**config.mk**
```make
export PLATFORM = sky130hd
export DESIGN_NAME = aib_chnl_bringup_seq
export DESIGN_NICKNAME = d
export VERILOG_FILES = /design/src/rtl/aib_bringup_pkg.sv /design/src/rtl/aib_bringup_timer.sv /design/src/rtl/aib_chnl_bringup_seq.sv
export SDC_FILE = /design/constraint.sdc
export NUM_CORES = 1
export LEC_CHECK = 0
export ABC_AREA = 1
export BUFFER_PORTS_ARGS = -buffer_cell sky130_fd_sc_hd__buf_2
export CORE_UTILIZATION = 53
export CTS_CLUSTER_DIAMETER = 200
export DETAILED_ROUTE_END_ITERATION = 12
export PLACE_DENSITY = 0.79
export SKIP_CTS_REPAIR_TIMING = 1
export SLEW_MARGIN = 20
export SYNTH_ARGS = -nofsm -noshare
export SYNTH_HDL_FRONTEND = slang
export SYNTH_SLANG_ARGS = --single-unit
export TNS_END_PERCENT = 20
```
**constraint.sdc**
```tcl
create_clock -name i_osc_clk -period 4.2 [get_ports i_osc_clk]
set_input_delay 0.63 -clock i_osc_clk [delete_from_list [all_inputs] [get_ports i_osc_clk]]
set_output_delay 0.63 -clock i_osc_clk [all_outputs]
set_load 0.05 [all_outputs]
```
**src/rtl/aib_bringup_pkg.sv**
```systemverilog
// Shared types and sizing helpers for the AIB channel bring-up sequencer.
package aib_bringup_pkg;

  typedef enum logic [3:0] {
    ST_IDLE      = 4'd0,
    ST_WAIT_CONF = 4'd1,
    ST_RST_REL   = 4'd2,
    ST_TX_LOCK   = 4'd3,
    ST_RX_LOCK   = 4'd4,
    ST_ALIGN     = 4'd5,
    ST_NEXT      = 4'd6,
    ST_DONE      = 4'd7,
    ST_FAIL      = 4'd8
  } bringup_state_e;

  localparam int unsigned TIMEOUT_CYC_DFLT = 4096;
  localparam int unsigned TMR_W            = $clog2(TIMEOUT_CYC_DFLT + 1);

  function automatic int unsigned idx_w(input int unsigned n);
    return (n > 1) ? $clog2(n) : 1;
  endfunction

endpackage

```
**src/rtl/aib_bringup_timer.sv**
```systemverilog
// Loadable down-counter; expired when the count has reached zero and no load is pending.
module aib_bringup_timer #(
  parameter int unsigned W = 13
) (
  input  logic         i_clk,
  input  logic         i_rst,
  input  logic         i_load,
  input  logic [W-1:0] i_value,
  output logic         o_expired
);

  logic [W-1:0] cnt_q, cnt_d;

  always_comb begin
    cnt_d = cnt_q;
    if (i_load) begin
      cnt_d = i_value;
    end else if (cnt_q != '0) begin
      cnt_d = cnt_q - 1'b1;
    end
  end

  always_ff @(posedge i_clk or posedge i_rst) begin
    if (i_rst) cnt_q <= '0;
    else       cnt_q <= cnt_d;
  end

  assign o_expired = (cnt_q == '0) && !i_load;

endmodule

```
**src/rtl/aib_chnl_bringup_seq.sv**
```systemverilog
// Serial per-channel AIB bring-up sequencer with timeout/retry.
// Define AIB_BRINGUP_DBG_EN to add o_retry_total and o_state debug ports.
module aib_chnl_bringup_seq
  import aib_bringup_pkg::*;
#(
  parameter int unsigned TOTAL_CHNL_NUM  = 24,
  parameter int unsigned ACTIVE_CHNL_NUM = 24,
  parameter int unsigned RST_SETTLE_CYC  = 16,
  parameter int unsigned TIMEOUT_CYC     = 4096,
  parameter int unsigned MAX_RETRY       = 3
) (
  input  logic                                 i_osc_clk,
  input  logic                                 i_rst,
  input  logic                                 i_start,
  input  logic                                 i_conf_done,
  input  logic                                 i_por,
  output logic [TOTAL_CHNL_NUM-1:0]            o_ns_adapter_rstn,
  output logic [TOTAL_CHNL_NUM-1:0]            o_tx_lock_req,
  output logic [TOTAL_CHNL_NUM-1:0]            o_rx_lock_req,
  input  logic [TOTAL_CHNL_NUM-1:0]            i_tx_transfer_en,
  input  logic [TOTAL_CHNL_NUM-1:0]            i_rx_transfer_en,
  input  logic [TOTAL_CHNL_NUM-1:0]            i_rx_align_done,
  output logic [TOTAL_CHNL_NUM-1:0]            o_ns_mac_rdy,
  output logic                                 o_busy,
  output logic                                 o_done,
  output logic                                 o_fail,
  output logic [idx_w(TOTAL_CHNL_NUM)-1:0]     o_fail_chnl,
  output logic                                 o_link_lost
`ifdef AIB_BRINGUP_DBG_EN
  ,
  output logic [7:0]                           o_retry_total,
  output logic [3:0]                           o_state
`endif
);

  localparam int unsigned CW       = idx_w(TOTAL_CHNL_NUM);
  localparam int unsigned RW       = idx_w(MAX_RETRY + 1);
  localparam int unsigned TMAX     = (TIMEOUT_CYC > RST_SETTLE_CYC) ? TIMEOUT_CYC : RST_SETTLE_CYC;
  localparam int unsigned TNEED    = $clog2(TMAX + 1);
  localparam int unsigned TW       = (TNEED > TMR_W) ? TNEED : TMR_W;
  localparam int unsigned LAST_IDX = (ACTIVE_CHNL_NUM == 0) ? 0 : ACTIVE_CHNL_NUM - 1;
  localparam logic [TOTAL_CHNL_NUM-1:0] ACT_MASK = (ACTIVE_CHNL_NUM == 0) ? '0 :
    ({TOTAL_CHNL_NUM{1'b1}} >> (TOTAL_CHNL_NUM - ACTIVE_CHNL_NUM));

  bringup_state_e state_q, state_d;
  logic [CW-1:0]  ptr_q, ptr_d;
  logic [RW-1:0]  retry_q, retry_d;
  logic [TOTAL_CHNL_NUM-1:0] rstn_q, rstn_d, txr_q, txr_d, rxr_q, rxr_d, mac_q, mac_d;
  logic lost_q, lost_d, start_q, entry_q;
  logic start_rise, start_acc, timeout_hit, tmr_expired;
  logic [TW-1:0] tmr_val;

  assign start_rise = i_start & ~start_q;

  // Timer loads on the first cycle of each state, so every entry (including retries) reloads it.
  always_comb begin
    tmr_val = '0;
    case (state_q)
      ST_RST_REL:                      tmr_val = TW'(RST_SETTLE_CYC);
      ST_TX_LOCK, ST_RX_LOCK, ST_ALIGN: tmr_val = TW'(TIMEOUT_CYC);
      default:                         tmr_val = '0;
    endcase
  end

  aib_bringup_timer #(.W(TW)) u_timer (
    .i_clk     (i_osc_clk),
    .i_rst     (i_rst),
    .i_load    (entry_q),
    .i_value   (tmr_val),
    .o_expired (tmr_expired)
  );

  always_comb begin
    state_d     = state_q;
    ptr_d       = ptr_q;
    retry_d     = retry_q;
    rstn_d      = rstn_q;
    txr_d       = txr_q;
    rxr_d       = rxr_q;
    mac_d       = mac_q;
    lost_d      = lost_q;
    start_acc   = 1'b0;
    timeout_hit = 1'b0;

    case (state_q)
      ST_IDLE:      start_acc = start_rise;
      ST_WAIT_CONF: if (i_conf_done) begin
        ptr_d   = '0;
        state_d = (ACTIVE_CHNL_NUM == 0) ? ST_DONE : ST_RST_REL;
      end
      ST_RST_REL: begin
        rstn_d[ptr_q] = 1'b1;
        if (tmr_expired) state_d = ST_TX_LOCK;
      end
      ST_TX_LOCK: begin
        txr_d[ptr_q] = 1'b1;
        if (i_tx_transfer_en[ptr_q]) state_d = ST_RX_LOCK;
        else                         timeout_hit = tmr_expired;
      end
      ST_RX_LOCK: begin
        txr_d[ptr_q] = 1'b1;
        rxr_d[ptr_q] = 1'b1;
        if (i_rx_transfer_en[ptr_q]) state_d = ST_ALIGN;
        else                         timeout_hit = tmr_expired;
      end
      ST_ALIGN: begin
        if (i_rx_align_done[ptr_q]) begin
          mac_d[ptr_q] = 1'b1;
          state_d      = ST_NEXT;
        end else begin
          timeout_hit = tmr_expired;
        end
      end
      ST_NEXT: begin
        retry_d = '0;
        if (ptr_q == CW'(LAST_IDX)) begin
          state_d = ST_DONE;
        end else begin
          ptr_d   = ptr_q + 1'b1;
          state_d = ST_RST_REL;
        end
      end
      ST_DONE: begin
        mac_d     = mac_q & i_tx_transfer_en & i_rx_transfer_en;
        lost_d    = lost_q | (|(mac_q & ~(i_tx_transfer_en & i_rx_transfer_en)));
        start_acc = start_rise;
      end
      ST_FAIL:  start_acc = start_rise;
      default:  state_d   = ST_IDLE;
    endcase

    // Reset release in RST_REL happens one cycle after entry, giving the single-cycle rstn pulse.
    if (timeout_hit) begin
      txr_d[ptr_q]  = 1'b0;
      rxr_d[ptr_q]  = 1'b0;
      rstn_d[ptr_q] = 1'b0;
      if (retry_q == RW'(MAX_RETRY)) begin
        state_d = ST_FAIL;
      end else begin
        retry_d = retry_q + 1'b1;
        state_d = ST_RST_REL;
      end
    end

    if (start_acc || i_por) begin
      state_d = i_por ? ST_IDLE : ST_WAIT_CONF;
      ptr_d   = '0;
      retry_d = '0;
      rstn_d  = '0;
      txr_d   = '0;
      rxr_d   = '0;
      mac_d   = '0;
      lost_d  = 1'b0;
    end

    rstn_d = rstn_d & ACT_MASK;
    txr_d  = txr_d & ACT_MASK;
    rxr_d  = rxr_d & ACT_MASK;
    mac_d  = mac_d & ACT_MASK;
  end

  always_ff @(posedge i_osc_clk or posedge i_rst) begin
    if (i_rst) begin
      state_q <= ST_IDLE;
      ptr_q   <= '0;
      retry_q <= '0;
      rstn_q  <= '0;
      txr_q   <= '0;
      rxr_q   <= '0;
      mac_q   <= '0;
      lost_q  <= 1'b0;
      start_q <= 1'b0;
      entry_q <= 1'b0;
    end else begin
      state_q <= state_d;
      ptr_q   <= ptr_d;
      retry_q <= retry_d;
      rstn_q  <= rstn_d;
      txr_q   <= txr_d;
      rxr_q   <= rxr_d;
      mac_q   <= mac_d;
      lost_q  <= lost_d;
      start_q <= i_start;
      entry_q <= (state_d != state_q);
    end
  end

  assign o_ns_adapter_rstn = rstn_q;
  assign o_tx_lock_req     = txr_q;
  assign o_rx_lock_req     = rxr_q;
  assign o_ns_mac_rdy      = mac_q;
  assign o_busy            = state_q inside {ST_WAIT_CONF, ST_RST_REL, ST_TX_LOCK,
                                             ST_RX_LOCK, ST_ALIGN, ST_NEXT};
  assign o_done            = (state_q == ST_DONE);
  assign o_fail            = (state_q == ST_FAIL);
  assign o_fail_chnl       = (state_q == ST_FAIL) ? ptr_q : '0;
  assign o_link_lost       = lost_q;

`ifdef AIB_BRINGUP_DBG_EN
  logic [7:0] rtot_q, rtot_d;

  always_comb begin
    rtot_d = rtot_q;
    if (i_por || start_acc)                   rtot_d = '0;
    else if (timeout_hit && rtot_q != 8'hFF)  rtot_d = rtot_q + 1'b1;
  end

  always_ff @(posedge i_osc_clk or posedge i_rst) begin
    if (i_rst) rtot_q <= '0;
    else       rtot_q <= rtot_d;
  end

  assign o_retry_total = rtot_q;
  assign o_state       = state_q;
`endif

endmodule

```
==> results.txt <==
----------------------------------------------------
[Power]
  Power density normalized to cell area ... 400.7 nW/um2
  Leakage ... 0.004550 uW
  Combinational fraction of design power ... 15.3%
  Total power consumption of the routed design ... 3348 uW
  Switching fraction of total power ... 27.58%
  Sequential group share of total power ... 38.5%
  Power dissipated by switching net loads ... 923.2 uW
  Peak supply drop ... 0.3467 mV
  Clock network fraction of design power ... 46.2%
  Int Pwr ... 2425 uW

[Timing]
  Final worst path period share ... 70.25%
  Transition time at the pin with the least slew margin ... 1.045 ns
  Hold Violations, Final ... 0
  Max transition margin ... 30.23%
  Setup violators final ... 0
  Clock Skew ... 0.01011 ns
  Setup TNS Final ... 0 ns
  Final critical-path setup slack ... 1.250 ns
  RSZ-0062 raised after global routing ... false
  Maximum clock frequency ... 338.9 MHz
  Number of pins exceeding their max-slew limit in the final report ... 0
  Time the worst path needs with I/O delays and setup ... 2.950 ns

[Global route]
  GR Util All Layers ... 32.80%
  Initial antenna violation count ... 0
  Maximum number of pins on one net before global-route repair ... 64
  Number of global-route vias before repair ... 6,517
  Global route total overflow ... 0
  Wire length of the first global-routing pass ... 32,620 um

[Setup path]
  Maximum single-stage delay on the critical path ... 0.74 ns
  Kind of start point of the critical path ... register
  Worst R2R Setup Slack ... 1.25 ns
  Type of element capturing the critical path ... register
  Reg2reg start ... state_q[2]$_DFF_PP0_
  R2R Path End ... o_ns_mac_rdy[10]$_DFFE_PP0P_
  Setup CP Type ... reg2reg
  Cell count of the worst reg-to-reg path ... 13
  Slowest-stage cell, CP ... sky130_fd_sc_hd__inv_2
  CP Data Arrival Time ... 3.26 ns
  Cell repeated most along the worst path ... sky130_fd_sc_hd__inv_2
  Maximum fanout encountered on the critical timing path ... 55
  CP Data Required Time ... 4.51 ns
  Cell Chain, Critical Path ... inv_2, nor2_1, inv_2, nor2_1, buf_4, inv_2, nand2_1, nand3b_1, nand2_1, inv_2, nand2_1, buf_4, o32ai_1
  Startpoint of the worst setup timing path ... state_q[2]$_DFF_PP0_

[Die]
  # IOs ... 182
  Core Region ... 12,160 um2
  Die Span X ... 114.6 um
  Die ar. ... 13,130 um2
  Count of standard-cell rows ... 40
  Initial standard-cell utilization of the core ... 55.25%
  Die Span Y ... 114.6 um

[CTS]
  Sinks on Clock Net ... 123
  Clock latency at the later pin of the worst-skew pair ... 0.42 ns
  CTS buffer count ... 17
  H-tree depth reported by CTS ... 4
  TritonCTS clock tree ... built
  Clock transition at the register clock pins on the worst setup and hold paths after CTS ... 0.06 ns
  Buffer type at the clock tree root ... sky130_fd_sc_hd__clkbuf_16
  Number of buffers on the longest clock path ... 2

[Yosys]
  Number of warning messages in the yosys log ... 0
  Flip-flop and latch count after synthesis ... 123
  Mean Syn Cell Area ... 7.186 um2
  Biggest area consumer among synthesized cells ... sky130_fd_sc_hd__dfrtp_1
  Synthesized net count ... 1,019
  Commonest cells in the synthesized netlist ... 210 x sky130_fd_sc_hd__nand2_1, 155 x sky130_fd_sc_hd__nor2_1, 130 x sky130_fd_sc_hd__inv_1, 123 x sky130_fd_sc_hd__dfrtp_1, 90 x sky130_fd_sc_hd__a21oi_1
  Yosys top cell area share ... 45.81%
  Total standard cell area after synthesis ... 6719 um2
  Cells after synthesis ... 935
  Top post-synthesis cells by area ... sky130_fd_sc_hd__dfrtp_1 46%, sky130_fd_sc_hd__nand2_1 12%, sky130_fd_sc_hd__nor2_1 8.7%
  Number of distinct library cell variants in the gate-level netlist after synthesis ... 35
  Most common cell in the synthesized netlist ... sky130_fd_sc_hd__nand2_1
  Number of enable-type register cells in the synthesized netlist ... 0
  Share of async-settable or async-resettable flops after synthesis ... 100.0%
  Post-synthesis sequential area ratio ... 45.81%
  Most instantiated flip-flop cell in the synthesis netlist ... sky130_fd_sc_hd__dfrtp_1

[Cells and area]
  Layout cells sized above 1 ... 20.80%
  Fill count ... 1,024
  Antenna diodes ... 0
  Final Util ... 68.70%
  Area Growth Syn to Fin ... 24.36%
  Total Nets Final ... 1,192

[Status]
  Run status ... finished clean

[Detailed routing]
  Remaining design rule violation count ... 0
  1st-pass router iterations ... 5
  Drt wl/cell ... 16.23 um
  Via count of the routed design ... 7,032
  Routed via count divided by cell count ... 5.460
  Remaining antenna violation count after routing ... 0
  Iter 0 DRT Violations ... 765
  Wirelength, routed ... 20,910 um

[Placement]
  Worst-case setup slack after placement ... 1.368 ns
  # port buffers ... 181
  Hpwl dp ... 15,220 um
  Placer Congestion ... 0.9426

[Run]
  Max-cap violation count ... 0

[Min path]
  Worst hold path type ... in2async

----------------------------------------------------
==> cell type report <==
class	instances	area [um2]	share of cell area, %
Clock buffer	19	452.9	5.421
Timing Repair Buffer	190	973.4	11.65
Inverter	135	509.2	6.095
Tap cell	168	210.2	2.516
Multi-Input combinational cell	641	2962	35.44
Sequential cell	123	3078	36.84
Clock inverter	12	170.2	2.037
==> worst max-delay path by stage <==
stage	endpoint	slack, ns	depth (start not counted)
2_1_floorplan	entry_q$_DFF_PP0_	0.30	1
3_3_place_gp	o_ns_mac_rdy[21]$_DFFE_PP0P_	1.46	13
3_5_place_dp	o_ns_mac_rdy[18]$_DFFE_PP0P_	1.37	13
4_1_cts	o_ns_mac_rdy[10]$_DFFE_PP0P_	1.31	13
5_1_grt	o_ns_mac_rdy[18]$_DFFE_PP0P_	0.97	13
6_report	o_ns_mac_rdy[10]$_DFFE_PP0P_	1.25	13
==> per-stage QoR <==
| step | hold slack [ns] | instance area (um2) | instances |
|---|---|---|---|
| floorplan | 0.4571 | 6719 | 935 |
| global placement | 0.4876 | 7732 | 1257 |
| detailed placement | 0.4852 | 7732 | 1257 |
| CTS | 0.3604 | 8356 | 1288 |
| global route | 0.3645 | 8356 | 1288 |
| finish | 0.3500 | 8356 | 1288 |
==> state kept, by name, summed over array words and instances, names as in the netlist <==
name               cells
entry_q                1
o_link_lost            1
o_ns_adapter_rstn     24
o_ns_mac_rdy          24
o_rx_lock_req         24
o_tx_lock_req         24
ptr_q                  5
retry_q                2
start_q                1
state_q                4
u_timer.cnt_q         13
==> critical path, delay by kind of cell, from the launching register on <==
kind            cells  cell delay, ns
buf+inv             6            1.48
flops               1            0.41
simple gates        6            0.63
compound gates      1            0.30
==> routing by layer <==
metal  GRT usage (%)  up-vias  share of wire [%]
li1                -     3331                  -
met1           43.23     3278                 42
met2           51.27      366                 46
met3           8.100       57                9.9
met4           14.98        0                2.7
met5               0        -                  0
==> placed cells by master (no fill, tap or decap), drive strengths merged, types with 2 or more instances in the layout <==
cell    count
a21oi      90
a221oi      3
a22o        4
and3        2
buf       190
bufinv      4
clkbuf     19
clkinv      6
dfrtp     123
ha          7
inv       136
nand2     212
nand3      63
nand3b      2
nand4       5
nor2      156
nor3        9
o211ai      2
o21a        2
o21ai      50
o22ai       2
o31ai      22
o32ai       2
xor2        3
==> power by group through the flow <==
stage,combinational [uW],sequential (uW),clock (uW)
finish,512,1290,1550
global route,579,1290,1600
CTS,506,1290,1550
detailed placement,498,1310,0
global placement,491,1310,0
floorplan,364,1300,0
==> kinds of logic (layout without fill, tap and decap cells) <==
family	after synthesis	in the layout	share of synthesized area [%]
and+or+nand+nor	449	449	26.98
AOI/OAI and AO/OA	182	182	15.29
buffers and inverters	171	356	10.22
DFF	123	123	45.81
adders and majority gates	7	7	1.303
xor gates and xnor gates	3	3	0.3911
No activity file was read; power rests on OpenSTA's default activity.
